**src/rtl/secuenciador_sonido.sv**
```systemverilog
// secuenciador_sonido
//
// Sound sequencer for the game console. Plays a four-note melody when the
// game enters the welcome screen or the win/lose screen, and (optionally) a
// short FA click on every keypad press while otherwise silent.
//
// Parameters:
//   TICK_DIV  clk cycles per 1 ms tick
//   NOTE_MS   melody note duration, in ticks
//   GAP_MS    silence between melody notes, in ticks
//   CLICK_MS  keypad click duration, in ticks
//
// Ports:
//   clk             system clock, all logic on its rising edge
//   rst_n           asynchronous active-low reset
//   presente[2:0]   game state: OFF=0, WLCM=1, CH=2, GAME=3, WL=4, PA=5
//   W_or_L[1:0]     result code: 01 win, 10 lose, other none
//   keypad_pressed  level-high key-held indication
//   nota[2:0]       note code: 0 silence, 1 FA, 2 RE, 3 SOL, 4 DO, 5 SIB
//   busy            high while a melody (PLAY or GAP) is in progress
//
// Build option:
//   SONIDO_CLICK_EN  when defined, a keypad rising edge in IDLE plays a
//                    click; when undefined keypad_pressed is ignored.
//
// State  | meaning
// -------+-----------------------------------------------
// IDLE   | silent, waiting for a melody trigger or a key
// CLICK  | keypad click (FA) sounding
// PLAY   | melody note idx sounding
// GAP    | silence between melody notes

module secuenciador_sonido #(
    parameter int TICK_DIV = 27000,
    parameter int NOTE_MS  = 150,
    parameter int GAP_MS   = 20,
    parameter int CLICK_MS = 100
) (
    input  logic       clk,
    input  logic       rst_n,
    input  logic [2:0] presente,
    input  logic [1:0] W_or_L,
    input  logic       keypad_pressed,
    output logic [2:0] nota,
    output logic       busy
);

    localparam logic [2:0] P_OFF  = 3'd0;
    localparam logic [2:0] P_WLCM = 3'd1;
    localparam logic [2:0] P_WL   = 3'd4;

    localparam logic [2:0] N_SIL = 3'd0;
    localparam logic [2:0] N_FA  = 3'd1;
    localparam logic [2:0] N_RE  = 3'd2;
    localparam logic [2:0] N_SOL = 3'd3;
    localparam logic [2:0] N_DO  = 3'd4;
    localparam logic [2:0] N_SIB = 3'd5;

    localparam logic [1:0] M_WLCM = 2'd0;
    localparam logic [1:0] M_WIN  = 2'd1;
    localparam logic [1:0] M_LOSE = 2'd2;

    localparam int TICK_W = (TICK_DIV > 1) ? $clog2(TICK_DIV) : 1;
    localparam int T_MAX  = (NOTE_MS > GAP_MS) ?
                            ((NOTE_MS > CLICK_MS) ? NOTE_MS : CLICK_MS) :
                            ((GAP_MS > CLICK_MS) ? GAP_MS : CLICK_MS);
    localparam int TMR_W  = $clog2(T_MAX + 1);

    localparam logic [TICK_W-1:0] TICK_LAST = TICK_W'(TICK_DIV - 1);
    localparam logic [TMR_W-1:0]  NOTE_END  = TMR_W'(NOTE_MS - 1);
    localparam logic [TMR_W-1:0]  GAP_END   = TMR_W'(GAP_MS - 1);
    localparam logic [TMR_W-1:0]  TMR_SAT   = '1;

    typedef enum logic [1:0] {
        S_IDLE  = 2'd0,
        S_CLICK = 2'd1,
        S_PLAY  = 2'd2,
        S_GAP   = 2'd3
    } state_t;

    state_t            state;
    logic [TICK_W-1:0] tick_cnt;
    logic              tick;
    logic [TMR_W-1:0]  timer;
    logic [TMR_W-1:0]  timer_inc;
    logic [1:0]        idx;
    logic [1:0]        mel_sel;
    logic [2:0]        pres_q;
    logic [2:0]        pres_prev;
    logic [1:0]        wl_q;
    logic              mel_trig;
    logic [1:0]        mel_new;
    logic              key_rise;

    function automatic logic [2:0] melody_note(input logic [1:0] sel, input logic [1:0] i);
        logic [2:0] n;
        n = N_SIL;
        case (sel)
            M_WLCM: case (i)
                2'd0:    n = N_DO;
                2'd1:    n = N_RE;
                2'd2:    n = N_FA;
                default: n = N_SOL;
            endcase
            M_WIN: case (i)
                2'd0:    n = N_SOL;
                2'd1:    n = N_SIB;
                2'd2:    n = N_DO;
                default: n = N_SIB;
            endcase
            default: case (i)
                2'd0:    n = N_SOL;
                2'd1:    n = N_FA;
                2'd2:    n = N_RE;
                default: n = N_DO;
            endcase
        endcase
        return n;
    endfunction

    // Free-running 1 ms tick; durations therefore carry up to one tick of
    // phase uncertainty on their first count.
    assign tick = (tick_cnt == TICK_LAST);

    always_ff @(posedge clk or negedge rst_n) begin
        if (!rst_n) begin
            tick_cnt <= '0;
        end else if (tick) begin
            tick_cnt <= '0;
        end else begin
            tick_cnt <= tick_cnt + TICK_W'(1);
        end
    end

    // W_or_L is registered alongside presente so the melody choice sees the
    // result code that accompanied the state change.
    always_ff @(posedge clk or negedge rst_n) begin
        if (!rst_n) begin
            pres_q    <= P_OFF;
            pres_prev <= P_OFF;
            wl_q      <= 2'b00;
        end else begin
            pres_q    <= presente;
            pres_prev <= pres_q;
            wl_q      <= W_or_L;
        end
    end

`ifdef SONIDO_CLICK_EN
    logic key_q;
    logic key_prev;

    always_ff @(posedge clk or negedge rst_n) begin
        if (!rst_n) begin
            key_q    <= 1'b0;
            key_prev <= 1'b0;
        end else begin
            key_q    <= keypad_pressed;
            key_prev <= key_q;
        end
    end

    assign key_rise = key_q & ~key_prev;
`else
    logic unused_keypad;
    assign unused_keypad = keypad_pressed;
    assign key_rise      = 1'b0;
`endif

    always_comb begin
        mel_trig = 1'b0;
        mel_new  = M_WLCM;
        if (pres_q != pres_prev) begin
            if (pres_q == P_WLCM) begin
                mel_trig = 1'b1;
                mel_new  = M_WLCM;
            end else if (pres_q == P_WL && wl_q == 2'b01) begin
                mel_trig = 1'b1;
                mel_new  = M_WIN;
            end else if (pres_q == P_WL && wl_q == 2'b10) begin
                mel_trig = 1'b1;
                mel_new  = M_LOSE;
            end
        end
    end

    assign timer_inc = (timer == TMR_SAT) ? timer : timer + TMR_W'(1);

    // OFF outranks every trigger; a melody trigger outranks a key edge and
    // restarts any melody already playing.
    always_ff @(posedge clk or negedge rst_n) begin
        if (!rst_n) begin
            state   <= S_IDLE;
            timer   <= '0;
            idx     <= 2'd0;
            mel_sel <= M_WLCM;
            nota    <= N_SIL;
            busy    <= 1'b0;
        end else if (pres_q == P_OFF) begin
            state <= S_IDLE;
            timer <= '0;
            idx   <= 2'd0;
            nota  <= N_SIL;
            busy  <= 1'b0;
        end else if (mel_trig) begin
            state   <= S_PLAY;
            timer   <= '0;
            idx     <= 2'd0;
            mel_sel <= mel_new;
            nota    <= melody_note(mel_new, 2'd0);
            busy    <= 1'b1;
        end else begin
            case (state)
                S_IDLE: begin
                    timer <= '0;
                    nota  <= N_SIL;
                    busy  <= 1'b0;
                    if (key_rise) begin
                        state <= S_CLICK;
                        nota  <= N_FA;
                    end
                end
`ifdef SONIDO_CLICK_EN
                S_CLICK: begin
                    if (key_rise) begin
                        timer <= '0;
                    end else if (tick) begin
                        if (timer == TMR_W'(CLICK_MS - 1)) begin
                            state <= S_IDLE;
                            timer <= '0;
                            nota  <= N_SIL;
                        end else begin
                            timer <= timer_inc;
                        end
                    end
                end
`endif
                S_PLAY: begin
                    if (tick) begin
                        if (timer == NOTE_END) begin
                            state <= S_GAP;
                            timer <= '0;
                            nota  <= N_SIL;
                        end else begin
                            timer <= timer_inc;
                        end
                    end
                end
                S_GAP: begin
                    if (tick) begin
                        if (timer == GAP_END) begin
                            timer <= '0;
                            if (idx == 2'd3) begin
                                state <= S_IDLE;
                                idx   <= 2'd0;
                                busy  <= 1'b0;
                            end else begin
                                state <= S_PLAY;
                                idx   <= idx + 2'd1;
                                nota  <= melody_note(mel_sel, idx + 2'd1);
                            end
                        end else begin
                            timer <= timer_inc;
                        end
                    end
                end
                default: begin
                    state <= S_IDLE;
                    timer <= '0;
                    nota  <= N_SIL;
                    busy  <= 1'b0;
                end
            endcase
        end
    end

endmodule

```
**config.mk**
```make
export PLATFORM = sky130hd
export DESIGN_NAME = secuenciador_sonido
export DESIGN_NICKNAME = d
export VERILOG_FILES = /design/src/rtl/secuenciador_sonido.sv
export SDC_FILE = /design/constraint.sdc
export NUM_CORES = 1
export LEC_CHECK = 0
export CORE_UTILIZATION = 50
export DETAILED_ROUTE_END_ITERATION = 8
export PLACE_DENSITY = 0.68
export SKIP_LAST_GASP = 1
export SLEW_MARGIN = 20
export SYNTH_ARGS = -nofsm -noshare
export SYNTH_HDL_FRONTEND = slang
export SYNTH_SLANG_ARGS = --single-unit
```
**constraint.sdc**
```tcl
create_clock -name clk -period 5.68 [get_ports clk]
set_input_delay 1.136 -clock clk [delete_from_list [all_inputs] [get_ports clk]]
set_output_delay 1.136 -clock clk [all_outputs]
set_load 0.02 [all_outputs]
```
==> results list <==
* Area of the mapped netlist: 0.00224 mm2
* Number of unique standard cell types used by synthesis: 48
* Area share of the leading cell type in the synthesized netlist: 45.7%
- The critical path starts at tick_cnt[0]$_DFF_PN0_.
- In this run the post-CTS setup repair buffer count came out at 0.
- Dividing the detail-routed wire length by the instance count gives 14.7 um.
* Effective utilization at floorplan: 54.1%
* Die Outline Area: 0.00476 mm2
- Clk buf depth: 2
* Number of inserted diodes: 0
- Final WL: 4130 um
- Ranked by instance count, the synthesized netlist is headed by sky130_fd_sc_hd__dfrtp_1 (41), sky130_fd_sc_hd__a21oi_1 (20), sky130_fd_sc_hd__nor2_1 (18), sky130_fd_sc_hd__nand2_1 (17), sky130_fd_sc_hd__xor2_1 (10).
- In this run the worst hold path is classified as register to register.
- The number of antenna violations at the first check in global routing is 0.
* Endpoint of the worst-slack reg-to-reg timing path: timer[1]$_DFFE_PN0P_
* Leak Pwr: 1.07 nW
* First-pass GRT wire length: 7160 um
- After the first detailed-routing iteration, the DRC count stood at 135.
- For this run the aggregate overflow at the end of global routing stands at 0.
- Synthesized instance count: 220
- Worst-path fanout max: 26
* Hold Path Depth: 1
* FFs w/ async S/R, synth: 100%
* Clk_skew: 0.00738 ns
- The area growth from synthesis to layout is 10.9%.
- Counting the fill cells in the layout gives 336.
* Clock root buffer master: sky130_fd_sc_hd__clkbuf_8
- The most used flip-flop cell after synthesis is sky130_fd_sc_hd__dfrtp_1.
* Final setup fails: 0
- At the worst endpoint, the required time is 5.90 ns.
* Boundary Pins: 12
* Maximum clock rate: 415 MHz
* Largest net degree at the start of global routing: 42
- The number of nets in the synthesized netlist is 237.
- The die is 69.0 um tall.
- The synthesized design contains 41 register bits.
- Top cells by area, synth: sky130_fd_sc_hd__dfrtp_1 (46%), sky130_fd_sc_hd__ha_1 (5.0%), sky130_fd_sc_hd__a21oi_1 (4.5%)
- From left edge to right edge, the die measures 69.0 um.
- Detail Route Antenna Nets: 0
- In this run, post-CTS hold repair placed 0 buffers.
- Counting the buffers created by CTS gives 5.
- Startpoint of the most critical register-to-register path: tick_cnt[0]$_DFF_PN0_
- Pwr/cell area: 259 mW/mm2
* Area of the core: 0.00414 mm2
- Setup repair after global routing left no endpoint under its margin.
* DRC violation count after routing: 0
- Minimum setup slack in the final design: 3.27 ns
- Detailed placement finished with a half-perimeter wire length of 2850 um.
* Period Utilization, post-route: 42.4%
- For this run, the post-layout net count is 247.
* Post-Place Setup Slack: 3.29 ns
* Insertion delay to the later sink of the worst-skew pair: 0.29 ns
- After floorplanning, the core was divided into 23 placement rows.
- Critical path capture point: timer[1]$_DFFE_PN0P_
- Most instantiated library cell after synthesis: sky130_fd_sc_hd__dfrtp_1
* Clock-pin slew on the worst setup and hold paths: 0.08 ns
- Category of the critical setup timing path: register to register
- The run finished with clean final reports.
- The number of cells on the worst reg-to-reg path is 6.
- The number of pins with negative max-slew slack in the final report was 0.
* DR pass1 iterations: 4
- Across the VDD grid, the largest voltage drop is 0.192 mV.
* Number of hold violations in the final report: 0
- Across every metal layer, demand over resource in global routing totals 20.8%.
- Remaining max-slew budget at the tightest pin: 39.6%
* Drt via density: 5.89
- The via count of the first global-routing pass came to 1,577.
* Proportion of layout cells with a drive suffix above 1: 8.66%
* Portion of the post-synthesis area used by sequential elements: 45.7%
- For this design, the sink count on the clock tree is 41.
- After routing, the total negative slack on setup checks comes to 0 ns.
- The worst setup path is captured at a register.
- Yosys mapped a number of flops with a built-in enable equal to 0.
- The design draws 0.644 mW.
- Flop-to-flop setup slack: 3.27 ns
- Startpoint type of the worst setup path: register
- Post-route worst hold slack: 0.454 ns
* Count of warnings emitted by yosys: 0
* Worst path arrival time: 2.63 ns
- The worst path in the final design needs a cycle of 2.41 ns, including I/O delays and setup.
- The congestion estimate from routability-driven global placement came to 0.774.
- For the pin with the worst max-slew slack, the measured transition is 0.906 ns.
- CTS tree: yes
- The H-tree was split into 2 levels.
- In this run the tool buffered the top-level ports with 10 buffer cells.
- Resize count post-CTS: 0
- Cell taking the most area after synthesis: sky130_fd_sc_hd__dfrtp_1
* Max cap viols: 0
- A synthesized cell averages 10.2 um2.
- Routed via count: 1,654
-- power breakdown --
| group | internal, mW | switching [mW] | leakage (nW) |
|---|---|---|---|
| Sequential | 0.301 | 0.0104 | 0.535 |
| Combinational | 0.0252 | 0.0331 | 0.468 |
| Clock | 0.175 | 0.0998 | 0.0681 |
-- worst min path at each step --
| stage | start | to | slack (ns) |
|---|---|---|---|
| after floorplan | pres_q[2]$_DFF_PN0_ | pres_prev[2]$_DFF_PN0_ | 0.37 |
| after global placement | tick_cnt[0]$_DFF_PN0_ | tick_cnt[0]$_DFF_PN0_ | 0.44 |
| after detailed placement | tick_cnt[0]$_DFF_PN0_ | tick_cnt[0]$_DFF_PN0_ | 0.44 |
| after CTS | tick_cnt[0]$_DFF_PN0_ | tick_cnt[0]$_DFF_PN0_ | 0.45 |
| after global routing | tick_cnt[0]$_DFF_PN0_ | tick_cnt[0]$_DFF_PN0_ | 0.47 |
| final | tick_cnt[0]$_DFF_PN0_ | tick_cnt[0]$_DFF_PN0_ | 0.45 |
-- registers in the layout (all words and copies together), names as in the netlist --
signal,cells
nota,3
state,2
wl_q,2
mel_sel,2
timer,8
pres_prev,3
idx,2
pres_q,3
tick_cnt,15
busy,1
-- layout make-up --
class / count / area, um2 / area share [%]
multi-input cells: 166 / 1150 / 46.1
flip-flops and latches: 41 / 1030 / 41.2
repair buffers: 10 / 95.1 / 3.82
clock buffers: 5 / 68.8 / 2.77
clock inverters: 3 / 65.1 / 2.62
well taps: 50 / 62.6 / 2.52
inverters: 6 / 22.5 / 0.905
-- logic make-up after synthesis --
logic type | synth area share [%]
buffers and inverters | 3.12
AOI/OAI and AO/OA | 12.9
DFF | 45.7
and+or+nand+nor | 24.6
muxes | 2.45
xor gates and xnor gates | 6.19
adders and majority gates | 5.02
-- worst max-delay path, cell delays in order (launching register included) --
cell                      delay (ns)
sky130_fd_sc_hd__dfrtp_1        0.37
sky130_fd_sc_hd__ha_1           0.23
sky130_fd_sc_hd__and4_1         0.21
sky130_fd_sc_hd__and4_1         0.79
sky130_fd_sc_hd__nand2_1        0.23
sky130_fd_sc_hd__or3_1          0.37
sky130_fd_sc_hd__a21oi_1        0.14
-- metal layers --
metal / global-route usage [%] / vias up / wire length (um)
li1: - / 804 / -
met1: 26.5 / 816 / 1930
met2: 34.2 / 28 / 2010
met3: 5.43 / 6 / 126
met4: 6.89 / 0 / 56
met5: 0 / - / 0
-- per-stage QoR --
stage                     utilization, %  cells  cell area [um2]
after floorplan                        -    220             2240
after global placement              56.8    273             2350
after detailed placement            56.8    273             2350
after CTS                           60.0    281             2490
after global routing                60.0    281             2490
final                               60.0    281             2490
-- cell usage in the layout (no fill, tap or decap), types with 3 or more instances in the layout --
cell type,instances
sky130_fd_sc_hd__dfrtp_1,41
sky130_fd_sc_hd__a21oi_1,20
sky130_fd_sc_hd__nor2_1,18
sky130_fd_sc_hd__nand2_1,17
sky130_fd_sc_hd__xor2_1,10
sky130_fd_sc_hd__ha_1,9
sky130_fd_sc_hd__clkdlybuf4s50_1,9
sky130_fd_sc_hd__nand3_1,8
sky130_fd_sc_hd__o21ai_0,8
sky130_fd_sc_hd__nor3_1,7
sky130_fd_sc_hd__inv_1,6
sky130_fd_sc_hd__or3_1,6
sky130_fd_sc_hd__and3_1,5
sky130_fd_sc_hd__nand2b_1,5
sky130_fd_sc_hd__clkbuf_8,5
sky130_fd_sc_hd__and4_1,4
sky130_fd_sc_hd__nand4_1,4
sky130_fd_sc_hd__xnor2_1,4
sky130_fd_sc_hd__and2_1,4
sky130_fd_sc_hd__nor2b_1,3
sky130_fd_sc_hd__nand4b_1,3
sky130_fd_sc_hd__mux2_4,3
Note: power is estimated with default switching activity, not from simulation.
